File: src/rtl/pipelined_memory.sv
// pipelined_memory: single-clock word array with a self-clearing FSM and a
// fully pipelined read path of one or two register stages.
// After reset, or on a clear request, every address is zeroed one per cycle
// while ready is low. User reads and writes are accepted only while ready is high.
module pipelined_memory #(
    parameter int DEPTH        = 8,
    parameter int BIT_SIZE     = 16,
    parameter int READ_LATENCY = 1,
    parameter int BYPASS       = 1
) (
    input  logic                clk,
    input  logic                rst_n,
    input  logic                write_enable,
    input  logic [DEPTH-1:0]    write_addr,
    input  logic [BIT_SIZE-1:0] data_in,
    input  logic                read_enable,
    input  logic [DEPTH-1:0]    read_addr,
    input  logic                clear,
    output logic [BIT_SIZE-1:0] data_out,
    output logic                data_valid,
    output logic                ready
);

    typedef enum logic {
        CLEAR = 1'b0,
        READY = 1'b1
    } state_t;

    state_t               state_q, state_d;
    logic [DEPTH-1:0]     count_q, count_d;

    logic [BIT_SIZE-1:0]  mem [2**DEPTH];

    logic                 mem_we;
    logic [DEPTH-1:0]     mem_waddr;
    logic [BIT_SIZE-1:0]  mem_wdata;

    logic                 wr_acc;
    logic                 rd_acc;
    logic [BIT_SIZE-1:0]  rd_word;

    logic                 s1_valid_q, s1_valid_d;
    logic [BIT_SIZE-1:0]  s1_data_q, s1_data_d;

    assign ready  = (state_q == READY);
    assign wr_acc = write_enable && ready;
    assign rd_acc = read_enable && ready;

    // Next-state logic: clear sweep owns the write port; otherwise user writes pass through.
    always_comb begin
        state_d   = state_q;
        count_d   = count_q;
        mem_we    = 1'b0;
        mem_waddr = write_addr;
        mem_wdata = data_in;
        case (state_q)
            CLEAR: begin
                mem_we    = 1'b1;
                mem_waddr = count_q;
                mem_wdata = '0;
                if (count_q == {DEPTH{1'b1}}) begin
                    state_d = READY;
                    count_d = '0;
                end else begin
                    count_d = count_q + 1'b1;
                end
            end
            READY: begin
                mem_we = wr_acc;
                if (clear) begin
                    state_d = CLEAR;
                    count_d = '0;
                end
            end
            default: begin
                state_d = CLEAR;
                count_d = '0;
            end
        endcase
    end

    // FSM state and clear counter; reset restarts the sweep from address 0.
    always_ff @(posedge clk or negedge rst_n) begin
        if (!rst_n) begin
            state_q <= CLEAR;
            count_q <= '0;
        end else begin
            state_q <= state_d;
            count_q <= count_d;
        end
    end

    // Array storage; contents are zeroed by the clear sweep rather than by reset.
    always_ff @(posedge clk) begin
        if (mem_we) begin
            mem[mem_waddr] <= mem_wdata;
        end
    end

    // Read word selection, forwarding same-address write data when bypass is enabled.
    always_comb begin
        rd_word = mem[read_addr];
        if ((BYPASS != 0) && wr_acc && (write_addr == read_addr)) begin
            rd_word = data_in;
        end
        s1_valid_d = rd_acc;
        s1_data_d  = rd_acc ? rd_word : s1_data_q;
    end

    // First read stage: samples the array at the accepting edge and holds data between reads.
    always_ff @(posedge clk or negedge rst_n) begin
        if (!rst_n) begin
            s1_valid_q <= 1'b0;
            s1_data_q  <= '0;
        end else begin
            s1_valid_q <= s1_valid_d;
            s1_data_q  <= s1_data_d;
        end
    end

    generate
        if (READ_LATENCY == 2) begin : g_lat2
            logic                s2_valid_q, s2_valid_d;
            logic [BIT_SIZE-1:0] s2_data_q, s2_data_d;

            // Second stage forwards valid and captures data only on a valid first-stage word.
            always_comb begin
                s2_valid_d = s1_valid_q;
                s2_data_d  = s1_valid_q ? s1_data_q : s2_data_q;
            end

            // Extra output register carrying both data and valid.
            always_ff @(posedge clk or negedge rst_n) begin
                if (!rst_n) begin
                    s2_valid_q <= 1'b0;
                    s2_data_q  <= '0;
                end else begin
                    s2_valid_q <= s2_valid_d;
                    s2_data_q  <= s2_data_d;
                end
            end

            assign data_out   = s2_data_q;
            assign data_valid = s2_valid_q;
        end else begin : g_lat1
            assign data_out   = s1_data_q;
            assign data_valid = s1_valid_q;
        end
    endgenerate

endmodule

File: config.mk
export PLATFORM = sky130hd
export DESIGN_NAME = pipelined_memory
export DESIGN_NICKNAME = d
export VERILOG_FILES = /design/src/rtl/pipelined_memory.sv
export SDC_FILE = /design/constraint.sdc
export NUM_CORES = 2
export LEC_CHECK = 0
export CORE_ASPECT_RATIO = 1.2
export CORE_MARGIN = 2
export CORE_UTILIZATION = 55
export CTS_BUF_LIST = sky130_fd_sc_hd__clkbuf_4
export CTS_CLUSTER_SIZE = 40
export DETAILED_ROUTE_END_ITERATION = 10
export DONT_BUFFER_PORTS = 1
export PLACE_DENSITY = 0.7
export SLEW_MARGIN = 5
export SYNTH_ARGS = -nofsm -noshare
export SYNTH_HDL_FRONTEND = slang
export SYNTH_SLANG_ARGS = --single-unit
File: constraint.sdc
create_clock -name clk -period 8 [get_ports clk]
set_input_delay 0.8 -clock clk [delete_from_list [all_inputs] [get_ports clk]]
set_output_delay 0.8 -clock clk [all_outputs]
set_load 0.01 [all_outputs]
* After elaboration in Yosys (flattened, before gate mapping)
Memories as Yosys holds them, arrays and structs flattened. A register that Yosys moved wholly into a read port is not among the register bits. Cells that the tools add are included.
Storage, ports and cells: register bits 10, bits in latches 0, bits in writable memories 4096, bits in read-only memories 0, input bits 37, output and inout port bits 18, word-level logic and storage cells 22, memories kept 1
Memories:
- mem | words 256, bits a word 16, rd ports 1, clocked after memory_dff 1, write ports 1, line 32 | logic [BIT_SIZE-1:0] mem [2**DEPTH];
Operators by class: $add $sub $neg 1, multipliers 0, divide/modulo/power cells 0, order comparisons 0, eq/ne operators 2, shift operators 0, mux-type cells 11, bitwise operators 1, reduce and logical (&&, ||, !) cells 3
Operator list (number):
- 8-bit two-way mux | 3
- 16-bit two-way mux | 1
- 8-bit one-hot mux with 2 select lines | 1
- 8-bit by 1-bit adder with 8-bit output, second input constant | 1
- 8-bit equality test, second input constant | 1
- 1-bit two-way mux | 4
- 1-bit one-hot mux with 2 select lines | 2
- 1-bit logical AND | 2
- 2-bit inequality test, second input constant | 1
- 1-bit logical NOT | 1
- 1-bit inverter | 1

* Longest topological paths before layout
depth in word-level cells 4, mapped depth 13, depth with buffers taken out 7

* Least setup slack after synthesis
No wires, ideal clock.
path kind register -> register, start point register state_q (netlist: ready), end point memory mem[0][10], data pin, arrival 4.974 ns, path slack 2.160 ns, cell stages (with the launch flop) 7, clock period less this slack 5.840 ns, cells stage by stage dfrtp_1 > buf_2 > buf_2 > clkbuf_1 > clkbuf_1 > clkbuf_1 > and2_1
On the way: cells in the longest elaborated chain, start to end 1
Ends and longest elaborated chain:
- from (decl) | line 29 | state_t state_q, state_d;
- from (signal assigned) | line 88 | state_q <= state_d;
- 16-bit two-way mux | line 56 | case (state_q)
- via mem_wdata[10] | line 36 | logic [BIT_SIZE-1:0] mem_wdata;
- to (decl) | line 32
The timed path passes the listed nets, and every way through them passes these cells.

==> results.json <==
{
  "syn_inst": 7487,
  "cap_viol_max_count": 3,
  "antenna_found_initial": 58,
  "critPathLaunchType": "input port",
  "syn_area_sq_um": 159000,
  "dieArea_sq_um": 293000,
  "path_class": "in -> reg",
  "max_stage_delay_ns": 0.79,
  "cp_data_arrival_time_ns": 7.05,
  "synth_top_family_by_area": "multiplexers",
  "grt.overflow.total": 0,
  "dp_hpwl_mm": 243,
  "wl_per_cell_um": 33.0,
  "die_y_um": 592,
  "setup_viol": 0,
  "syn_avg_cell_area_sq_um": 21.2,
  "worst_slack_ns": 2.34,
  "htree_levels": 6,
  "cts_buffer_depth": 4,
  "synth_edf_count": 4096,
  "avgViaCountPerCell": 6.42,
  "yosys.area_share.simple_pct": 2.29,
  "grt_max_degree": 993,
  "ys_seq_area_share_pct": 77.9,
  "pre_cts_slack_ns": 1.61,
  "via_count": 82900,
  "grt_pass1_vias": 82800,
  "synth_nets": 7525,
  "post-synth-top-area-fraction_pct": 77.5,
  "irDropWorstVdd_mv": 0.172,
  "grt_pass1_wl_mm": 600,
  "synth-xor-area-share_pct": 0.0717,
  "fmax_ghz": 0.177,
  "worst-path-buf-inv": 6,
  "postPlaceCellArea_sq_um": 164000,
  "ioPinCount": 55,
  "clock_latency_ns": 1.50,
  "hp-class": "in -> reg",
  "area_growth_pct": 11.3,
  "layout_min_cycle_time_ns": 5.66,
  "core_sq_um": 288000,
  "finalWeightedCongestion": 0.953,
  "total_power_mw": 44.0,
  "ys_ff_latch": 4122,
  "drtPass1Iterations": 7,
  "synth_area_leaders": "edfxtp_1, mux4_2, mux2i_1",
  "cts_tree": "built",
  "drt-total-wl_mm": 426,
  "cpMostUsedCell": "buf_16",
  "drive_above_1_share_pct": 29.2,
  "path_cells": "buf_16 > buf_16 > buf_16 > buf_16 > mux4_2 > o22ai_1 > nor3_1 > nor3_1 > a2111o_1 > dlygate4sd3_1 > o21ai_1 > dlygate4sd3_1",
  "nets": 8397,
  "cts_setup_buffers": 0,
  "endpoint_kind": "flip-flop",
  "fin_area_sq_um": 177000,
  "antenna_left": 0,
  "period_share_pct": 70.8,
  "powerDensity_nw_per_um2": 249,
  "synth_fa_ha_area_share_pct": 0.00788,
  "slew_headroom_pct": -5.71,
  "postCtsResizedCells": 0,
  "port-buffer-count": 0,
  "start_util_pct": 55.1,
  "drt_iter0_markers": 11300,
  "holdWs_ns": 0.0577,
  "numCtsBuffers": 937,
  "synthFlopType": "edfxtp_1",
  "rsz0062_at_grt": "no",
  "slowest_stage": "nor3_1",
  "hold_buffers": 34,
  "fin_setup_tns_ns": 0,
  "leakage_nw": 58.4,
  "rows": 216,
  "dieWidth_um": 494,
  "muxShareOfSynthArea_pct": 14.7,
  "status": "finished, violations left",
  "synth_compound_area_share_pct": 3.36,
  "clock_skew_ns": 0.146,
  "crit_family": "buffers and inverters",
  "synth_top_area_cell": "edfxtp_1",
  "violations": "capacitance limit, slew limit",
  "clk_pin_slew_ns": 0.07,
  "slew_viol_final": 109,
  "grt_util_all_layers_pct": 29.0,
  "worst_slew_pin_slew_ns": 1.59,
  "drcViolationCount": 0,
  "async_flop_share_pct": 0.631,
  "hold_violations": 0,
  "clock-sinks": 4122,
  "critPathRequiredTime_ns": 9.39,
  "yosysWarnings": 0,
  "cts_root_buf": "clkbuf_4",
  "synthDistinctLibCells": 65,
  "path_max_fanout": 138
}
[area by class of cell]
cell class | instances | area [sq um]
antenna | 34 | 85.1
clock buffer | 1381 | 10400
clock inverter | 251 | 1470
fill | 19900 | 111000
inverter | 8 | 30.0
multi-input combinational | 2913 | 32800
sequential | 4122 | 124000
tap | 3815 | 4770
timing repair buffer | 377 | 3410
[metal layers]
layer | vias up | GRT usage [%] | part of all wire, %
met4 | 40 | 18.2 | 6.8
met5 | - | 0.0487 | 0.062
met2 | 5172 | 45.4 | 48
li1 | 33800 | - | -
met3 | 1060 | 7.54 | 11
met1 | 42800 | 36.5 | 35
[logic make-up (layout without fill, tap and decap cells)]
logic type / after synthesis / count (layout)
other cells: 0 / 34
fa+ha+maj: 1 / 1
xor+xnor: 13 / 13
buf+inv: 452 / 2017
simple gates: 743 / 743
flops: 4122 / 4122
mux: 1392 / 1392
compound gates: 764 / 764
[power breakdown]
part	internal [mW]	leakage (nW)	switching (mW)	total, mW
clock network	8.36	7.03	7.98	16.3
registers	24.2	38.2	0.285	24.5
logic	0.920	13.1	2.29	3.20
[path summary, 6_finish.rpt]
check                             startpoint            to  slack, ns  cells past startpoint
worst min-delay path              data_in[3]    mem[54][3]       0.06                      1
max in group asynchronous              rst_n  data_out[12]       7.12                      4
worst max-delay path            read_addr[0]   data_out[8]       2.34                     12
min in group asynchronous              rst_n   data_out[8]       0.60                      4
worst max register to register         ready   data_out[8]       2.65                     11
worst min register to register    count_q[0]    count_q[0]       0.62                      1
[registers in the layout, indices dropped and copies added, names as in the netlist]
name        count
count_q         8
data_out       16
data_valid      1
mem          4096
ready           1
[synth_stat cells (all sizes together) (8+ instances only)]
cell type,number
a2111o,10
a211o,14
a211oi,57
a21oi,51
a221oi,14
a22oi,313
a31oi,8
and2,24
buf,266
clkbuf,178
dfrtp,26
edfxtp,4096
inv,8
mux2i,638
mux4,751
nand2,87
nand2b,18
nand3,29
nand3b,9
nand4,65
nor2,305
nor2b,52
nor3,85
nor4,21
o211ai,9
o21ai,49
o21bai,8
o221ai,9
o22ai,203
o32ai,8
or2,13
or3,8
xnor2,10
[through the flow]
step	util [%]	cells
final	61.4	12900
after global routing	61.3	12900
after CTS	61.2	12900
after detailed placement	57.0	11200
after global placement	57.0	11200
after floorplan	-	7487
[cell usage in the layout, fill, tap and decap left out, types with 14 or more instances in the layout]
cell,instances
o21ai_1,18
nor3_1,85
a211o_1,14
buf_12,14
nand3_2,16
nand2b_1,16
clkinv_1,191
nor2b_1,52
diode_2,34
a21oi_1,50
dfrtp_1,25
and2_4,16
o22ai_1,203
nor2_1,278
o21ai_0,31
nand2_1,86
nand4_1,65
a22oi_1,312
a221oi_1,14
bufinv_16,16
nor2_2,26
mux2i_1,638
clkbuf_4,1381
a211oi_1,57
mux4_2,751
buf_16,16
dlygate4sd3_1,31
edfxtp_1,4096
buf_4,315
(Power assumes the default switching activity.)
